--- src/rtl/policy_deck_pkg.sv ---
// Shared types for the policy deck engine: command opcodes, card encodings, FSM states, LFSR taps.
// POLICY_DECK_AUTO_RESHUFFLE_EN adds the ST_RESHUF state used by the draw-time reshuffle.
package policy_deck_pkg;

  typedef enum logic [2:0] {
    OP_RESET_DECK = 3'd0,
    OP_SHUFFLE    = 3'd1,
    OP_DRAW       = 3'd2,
    OP_DISCARD    = 3'd3,
    OP_PLAY       = 3'd4,
    OP_PEEK       = 3'd5
  } op_e;

  typedef enum logic [1:0] {
    ST_IDLE,
    ST_EXEC,
    ST_SHUF
`ifdef POLICY_DECK_AUTO_RESHUFFLE_EN
    , ST_RESHUF
`endif
  } state_e;

  localparam logic [1:0]  CARD_ZERO  = 2'b00;
  localparam logic [1:0]  CARD_ONE   = 2'b11;
  localparam logic [1:0]  CARD_EMPTY = 2'b01;

  // Right-shift Galois form of x^16+x^14+x^13+x^11+1
  localparam logic [15:0] LFSR_TAPS  = 16'hB400;

  function automatic logic [1:0] card_enc(input logic c);
    return c ? CARD_ONE : CARD_ZERO;
  endfunction

endpackage

--- src/rtl/policy_lfsr.sv ---
// Free-running 16-bit Galois LFSR; exposes the low byte used as the shuffle random value.
module policy_lfsr
  import policy_deck_pkg::*;
#(
  parameter logic [15:0] SEED = 16'hACE1
) (
  input  logic       clk,
  input  logic       rst_n,
  output logic [7:0] rnd_o
);

  logic [15:0] lfsr_q, lfsr_d;

  always_comb begin
    lfsr_d = {1'b0, lfsr_q[15:1]} ^ (lfsr_q[0] ? LFSR_TAPS : '0);
  end

  always_ff @(posedge clk or negedge rst_n) begin
    if (!rst_n) lfsr_q <= SEED;
    else        lfsr_q <= lfsr_d;
  end

  assign rnd_o = lfsr_q[7:0];

endmodule

--- src/rtl/policy_deck_engine.sv ---
// Policy deck engine: STACK/HAND/DISCARD/BOARD regions in one bit vector, valid/ready commands.
// Define POLICY_DECK_AUTO_RESHUFFLE_EN to let DRAW reshuffle the discard pile into a short stack.
module policy_deck_engine
  import policy_deck_pkg::*;
#(
  parameter int          DECK_SIZE = 17,
  parameter int          NUM_ONES  = 11,
  parameter int          HAND_SIZE = 3,
  parameter logic [15:0] LFSR_SEED = 16'hACE1,
  parameter int          CW        = $clog2(DECK_SIZE + 1)
) (
  input  logic                   clk,
  input  logic                   rst_n,
  input  logic                   cmd_valid,
  output logic                   cmd_ready,
  input  logic [2:0]             cmd_op,
  input  logic [1:0]             cmd_idx,
  output logic                   done,
  output logic                   err,
  output logic [2*HAND_SIZE-1:0] hand_o,
  output logic [2*HAND_SIZE-1:0] peek_o,
  output logic [CW-1:0]          n_stack,
  output logic [CW-1:0]          n_hand,
  output logic [CW-1:0]          n_discard,
  output logic [CW-1:0]          board_zeros,
  output logic [CW-1:0]          board_ones
);

  localparam int                   AW        = $clog2(DECK_SIZE);
  localparam logic [DECK_SIZE-1:0] INIT_DECK = ~({DECK_SIZE{1'b1}} << NUM_ONES);
  localparam logic [CW-1:0]        DECK_N    = CW'(DECK_SIZE);
  localparam logic [CW-1:0]        HAND_N    = CW'(HAND_SIZE);
  localparam logic [CW-1:0]        ONE       = CW'(1);

  state_e                 state_q, state_d;
  logic [2:0]             op_q, op_d;
  logic [1:0]             idx_q, idx_d;
  logic [CW-1:0]          i_q, i_d;
  logic [DECK_SIZE-1:0]   deck_q, deck_d;
  logic [CW-1:0]          n_stack_q, n_stack_d, n_hand_q, n_hand_d, n_discard_q, n_discard_d;
  logic [CW-1:0]          board_zeros_q, board_zeros_d, board_ones_q, board_ones_d;
  logic [2*HAND_SIZE-1:0] peek_q, peek_d;
  logic                   done_q, done_d, err_q, err_d;

  logic [7:0]             rnd;
  logic [CW-1:0]          idx_w, merged, hand_lo, hand_last, disc_last, j_w;
  logic [CW+7:0]          prod;
  logic [CW:0]            pk;
  logic [DECK_SIZE-1:0]   deck_sh;
  logic                   shuf_start;

  policy_lfsr #(.SEED(LFSR_SEED)) u_lfsr (
    .clk   (clk),
    .rst_n (rst_n),
    .rnd_o (rnd)
  );

  always_comb begin
    state_d       = state_q;
    op_d          = op_q;
    idx_d         = idx_q;
    i_d           = i_q;
    deck_d        = deck_q;
    n_stack_d     = n_stack_q;
    n_hand_d      = n_hand_q;
    n_discard_d   = n_discard_q;
    board_zeros_d = board_zeros_q;
    board_ones_d  = board_ones_q;
    peek_d        = peek_q;
    done_d        = 1'b0;
    err_d         = 1'b0;
    shuf_start    = 1'b0;
    pk            = '0;

    idx_w     = CW'(idx_q);
    merged    = n_stack_q + n_discard_q;
    hand_lo   = n_stack_q + idx_w;
    hand_last = n_stack_q + n_hand_q - ONE;
    disc_last = n_stack_q + n_hand_q + n_discard_q - ONE;
    deck_sh   = deck_q >> 1;
    // Fisher-Yates pick j = (r*(i+1))>>8 always lands in [0, i]
    prod      = (CW+8)'(rnd) * (CW+8)'(i_q + ONE);
    j_w       = CW'(prod >> 8);

    case (state_q)
      ST_IDLE: begin
        if (cmd_valid) begin
          op_d    = cmd_op;
          idx_d   = cmd_idx;
          state_d = ST_EXEC;
        end
      end

      ST_EXEC: begin
        state_d = ST_IDLE;
        done_d  = 1'b1;
        case (op_q)
          OP_RESET_DECK: begin
            deck_d        = INIT_DECK;
            n_stack_d     = DECK_N;
            n_hand_d      = '0;
            n_discard_d   = '0;
            board_zeros_d = '0;
            board_ones_d  = '0;
            peek_d        = {HAND_SIZE{CARD_EMPTY}};
          end
          OP_SHUFFLE: begin
            if (n_hand_q != '0) err_d = 1'b1;
            else                shuf_start = 1'b1;
          end
          OP_DRAW: begin
            if (n_hand_q != '0) begin
              err_d = 1'b1;
            end else if (n_stack_q >= HAND_N) begin
              n_stack_d = n_stack_q - HAND_N;
              n_hand_d  = HAND_N;
            end else begin
`ifdef POLICY_DECK_AUTO_RESHUFFLE_EN
              if (merged < HAND_N) err_d = 1'b1;
              else                 shuf_start = 1'b1;
`else
              err_d = 1'b1;
`endif
            end
          end
          OP_DISCARD: begin
            if (idx_w >= n_hand_q) begin
              err_d = 1'b1;
            end else begin
              deck_d[AW'(hand_lo)]   = deck_q[AW'(hand_last)];
              deck_d[AW'(hand_last)] = deck_q[AW'(hand_lo)];
              n_hand_d    = n_hand_q - ONE;
              n_discard_d = n_discard_q + ONE;
            end
          end
          OP_PLAY: begin
            if (idx_w >= n_hand_q) begin
              err_d = 1'b1;
            end else begin
              // Close the gap in HAND+DISCARD, then park the card at the new BOARD bottom
              for (int unsigned p = 0; p < DECK_SIZE; p++) begin
                if (CW'(p) >= hand_lo && CW'(p) < disc_last) deck_d[AW'(p)] = deck_sh[AW'(p)];
              end
              deck_d[AW'(disc_last)] = deck_q[AW'(hand_lo)];
              n_hand_d = n_hand_q - ONE;
              if (deck_q[AW'(hand_lo)]) board_ones_d  = board_ones_q + ONE;
              else                      board_zeros_d = board_zeros_q + ONE;
            end
          end
          OP_PEEK: begin
            for (int unsigned k = 0; k < HAND_SIZE; k++) begin
              pk = {1'b0, n_stack_q} + (CW+1)'(k);
              if (pk >= (CW+1)'(HAND_SIZE))
                peek_d[2*k +: 2] = card_enc(deck_q[AW'(pk - (CW+1)'(HAND_SIZE))]);
              else
                peek_d[2*k +: 2] = CARD_EMPTY;
            end
          end
          default: err_d = 1'b1;
        endcase
        if (shuf_start) begin
          n_stack_d   = merged;
          n_discard_d = '0;
          i_d         = (merged == '0) ? '0 : merged - ONE;
          state_d     = ST_SHUF;
          done_d      = 1'b0;
        end
      end

      ST_SHUF: begin
        if (i_q != '0) begin
          deck_d[AW'(i_q)] = deck_q[AW'(j_w)];
          deck_d[AW'(j_w)] = deck_q[AW'(i_q)];
        end
        if (i_q <= ONE) begin
          state_d = ST_IDLE;
          done_d  = 1'b1;
`ifdef POLICY_DECK_AUTO_RESHUFFLE_EN
          if (op_q == OP_DRAW) begin
            state_d = ST_RESHUF;
            done_d  = 1'b0;
          end
`endif
        end else begin
          i_d = i_q - ONE;
        end
      end

`ifdef POLICY_DECK_AUTO_RESHUFFLE_EN
      ST_RESHUF: begin
        n_stack_d = n_stack_q - HAND_N;
        n_hand_d  = HAND_N;
        state_d   = ST_IDLE;
        done_d    = 1'b1;
      end
`endif

      default: state_d = ST_IDLE;
    endcase
  end

  always_ff @(posedge clk or negedge rst_n) begin
    if (!rst_n) begin
      state_q       <= ST_IDLE;
      op_q          <= '0;
      idx_q         <= '0;
      i_q           <= '0;
      deck_q        <= INIT_DECK;
      n_stack_q     <= DECK_N;
      n_hand_q      <= '0;
      n_discard_q   <= '0;
      board_zeros_q <= '0;
      board_ones_q  <= '0;
      peek_q        <= {HAND_SIZE{CARD_EMPTY}};
      done_q        <= 1'b0;
      err_q         <= 1'b0;
    end else begin
      state_q       <= state_d;
      op_q          <= op_d;
      idx_q         <= idx_d;
      i_q           <= i_d;
      deck_q        <= deck_d;
      n_stack_q     <= n_stack_d;
      n_hand_q      <= n_hand_d;
      n_discard_q   <= n_discard_d;
      board_zeros_q <= board_zeros_d;
      board_ones_q  <= board_ones_d;
      peek_q        <= peek_d;
      done_q        <= done_d;
      err_q         <= err_d;
    end
  end

  always_comb begin
    hand_o = {HAND_SIZE{CARD_EMPTY}};
    for (int unsigned k = 0; k < HAND_SIZE; k++) begin
      if (CW'(k) < n_hand_q) hand_o[2*k +: 2] = card_enc(deck_q[AW'(n_stack_q + CW'(k))]);
    end
  end

  assign cmd_ready   = (state_q == ST_IDLE);
  assign done        = done_q;
  assign err         = err_q;
  assign peek_o      = peek_q;
  assign n_stack     = n_stack_q;
  assign n_hand      = n_hand_q;
  assign n_discard   = n_discard_q;
  assign board_zeros = board_zeros_q;
  assign board_ones  = board_ones_q;

endmodule

--- config.mk ---
export PLATFORM = sky130hd
export DESIGN_NAME = policy_deck_engine
export DESIGN_NICKNAME = d
export VERILOG_FILES = /design/src/rtl/policy_deck_pkg.sv /design/src/rtl/policy_lfsr.sv /design/src/rtl/policy_deck_engine.sv
export SDC_FILE = /design/constraint.sdc
export NUM_CORES = 1
export LEC_CHECK = 0
export ABC_AREA = 1
export ABC_CLOCK_PERIOD_IN_PS = 7600
export BUFFER_PORTS_ARGS = -buffer_cell sky130_fd_sc_hd__buf_2
export CORE_ASPECT_RATIO = 1.2
export CORE_MARGIN = 3
export CORE_UTILIZATION = 60
export CTS_BUF_LIST = sky130_fd_sc_hd__clkbuf_2 sky130_fd_sc_hd__clkbuf_4 sky130_fd_sc_hd__clkbuf_8
export CTS_CLUSTER_DIAMETER = 150
export DETAILED_ROUTE_END_ITERATION = 12
export GPL_ROUTABILITY_DRIVEN = 1
export PLACE_DENSITY = 0.78
export SETUP_SLACK_MARGIN = 0.05
export SYNTH_ARGS = -nofsm -noshare
export SYNTH_HDL_FRONTEND = slang
export SYNTH_SLANG_ARGS = --single-unit
--- constraint.sdc ---
create_clock -name clk -period 7.6 [get_ports clk]
set_input_delay 0.38 -clock clk [delete_from_list [all_inputs] [get_ports clk]]
set_output_delay 0.38 -clock clk [all_outputs]
set_load 0.1 [all_outputs]
==> impl_metrics.ini <==
[cts]
cts-root-buf = clkbuf_8
cts_made_buffers = 9
cts_tree = done
cts_resized = 0
cts.clk_slew.worst_paths_ps = 100
cts_setup_buffers = 0
htree_levels = 3
cts_sinks = 78
clk_latency_ps = 400
holdBufCountCts = 0
cts_max_path_buffers = 2

[synth]
synth_warnings = 0
syn_inst = 1683
synthMuxAreaShare_pct = 0.5085
yosysUniqueCellTypes = 56
synth.area.top_cells = nand2_1 (19%), dfrtp_1 (13%), nor2_1 (9.4%)
yosysTopAreaCell = nand2_1
ys.flop_type = dfrtp_1
synth-simple-area-share_pct = 38.42
synth_area_um2 = 10090
syn_area_per_cell_um2 = 5.994
synth_top_area_share_pct = 18.72
synth_top_family_by_area = simple AND/OR/NAND/NOR gates
synth_nets = 1779
synthAdderAreaFrac_pct = 12.92
ys_ff_latch = 78
synth_xor_area_share_pct = 3.547
ys_seq_area_share_pct = 19.65
synth_compound_area_share_pct = 14.25
ys_async_sr_fraction_pct = 100.0
synth_edf_count = 0

[timing]
fmax_mhz = 173.2
period_minus_slack_ps = 5773
hold_viol = 0
slew_headroom_pct = 25.35
grt_setup_unrepaired = false
fin_worst_skew_ps = 16.99
hold_slack_ps = 157.4
drv_slew = 0
setup_viol = 0
period_share_pct = 75.96
tns_ps = 0
tightestPinTransition_ps = 1116

[global_route]
grt_usage_pct = 35.39
antenna_found_initial = 0
grt_pass1_vias = 10260
grt_pass1_wl_mm = 52.36
grt_start_max_net_pins = 79
grt_overflow = 0

[routing]
ant_nets = 0
wl_met2_mm = 14.99
drc_errors = 0
vias = 10990
route.met3.wl_mm = 2.748
drt_iter0_drc = 1255
wl_per_cell_um = 16.98
wl_met1_mm = 12.81
routed_wl_mm = 32.62
highest_layer = met4
first_pass_iters = 7
via_per_inst = 5.721

[finish]
nFillCells = 1627
mostFrequentLayoutCells = nand2_1 (503), nor2_1 (253), inv_1 (230)
drive_above_1_share_pct = 7.958
final_util_pct = 65.27
finalNetCount = 1800
syn_to_final_growth_pct = 5.681
n_antenna_cell = 0
final_common_cell = nand2_1
final_area_um2 = 10660

[floorplanning]
io_pins = 48
start_util_pct = 61.76
dieArea_um2 = 18410
core_area_um2 = 16340
die_w_um = 124.4
rows = 51
die_height_um = 148.0

[critical_path]
crit_path_start_kind = flip-flop
crit_required_ps = 7940
ff2ff_setup_slack_ps = 1830
worstSetupPathType = reg2reg
end_kind = flip-flop
critical_path.max_fanout = 18
worstPathArrival_ps = 6110

[run]
maxCapViolations = 0

[status]
status = completed

[place]
gp_congestion = 0.9995
port_buffers = 47
hpwl_mm = 24.94
placed_area_um2 = 10430

[worst_hold_path]
hp-class = in2async
-- kinds of logic after synthesis --
group / after synthesis
fa+ha+maj: 88
compound gates: 258
flops: 78
xor+xnor: 37
buf+inv: 278
simple gates: 939
mux: 5
-- state kept, by name (all words and copies together) (netlist names) --
signal	flops
n_stack	5
idx_q	2
board_zeros	5
op_q	3
done	1
i_q	5
n_discard	5
deck_q	17
err	1
u_lfsr.lfsr_q	16
peek_o	6
board_ones	5
state_q	2
n_hand	5
-- worst paths after layout --
kind | startpoint | depth (start not counted) | endpoint
setup / recovery | i_q[0] | 23 | deck_q[12]
hold reg to reg | u_lfsr.lfsr_q[12] | 0 | u_lfsr.lfsr_q[11]
max in group asynchronous | rst_n | 1 | peek_o[3]
hold / removal | rst_n | 1 | deck_q[16]
min in group clk | cmd_op[1] | 3 | op_q[1]
setup reg to reg | i_q[0] | 23 | deck_q[12]
-- critical path, stage by stage (launching register included) --
cell and delay [ps]:
dfrtp_1 690, inv_1 380, o31ai_1 320, nand2_1 190, nor2_1 160, fa_1 460
fa_1 560, inv_1 60, fa_1 530, inv_1 40, ha_1 320, nand2_1 90
inv_1 60, a21oi_2 220, nand3_1 320, nand2_1 240, nand2_1 100, nor2_2 290
nand4_1 200, nand3_4 220, nand2_1 70, nand2_1 80, nand2_1 50, nand2_1 60
-- per-layer routing --
metal | vias up | track usage (%)
met3 | 125 | 4.915
met1 | 4973 | 43.72
met4 | 0 | 19.79
met5 | - | 0
met2 | 504 | 59.63
li1 | 5388 | -
-- through the flow --
stage	setup slack, ps	instances
after floorplan	2776	1683
after global placement	2094	1905
after detailed placement	1923	1905
after CTS	1897	1921
after global routing	1327	1921
final	1827	1921
-- synthesized netlist by cell type (4+ instances only) --
cell type	number
nand2_1	503
nor2_1	253
inv_1	230
nand3_1	123
o21ai_0	107
a21oi_1	84
ha_1	61
dfrtp_1	54
fa_1	27
clkbuf_1	26
dfstp_2	24
xor2_1	24
a31oi_1	19
nand2_2	11
nand4_1	11
nor3_1	10
xnor2_1	10
buf_2	9
o211ai_1	7
o22ai_1	7
or2_2	7
nor2_2	5
nor2_4	5
o21ai_1	5
o31ai_1	5
a211oi_1	4
a22oi_1	4
mux2i_1	4
o21a_1	4
-- cell type report --
type                    instances  area (µm²)  share of cell area [%]
clock buffers                  11       145.1                   1.361
clock inverters                 5       82.58                  0.7746
inverters                     237       892.1                   8.368
multi-input cells            1327        7027                   65.91
flip-flops and latches         78        1982                   18.59
well taps                     212       265.3                   2.488
repair buffers                 51       267.8                   2.511
Power is left out: the tool's default activity adds up to more than one toggle a clock period on the data nets, which glitch-free logic cannot reach.
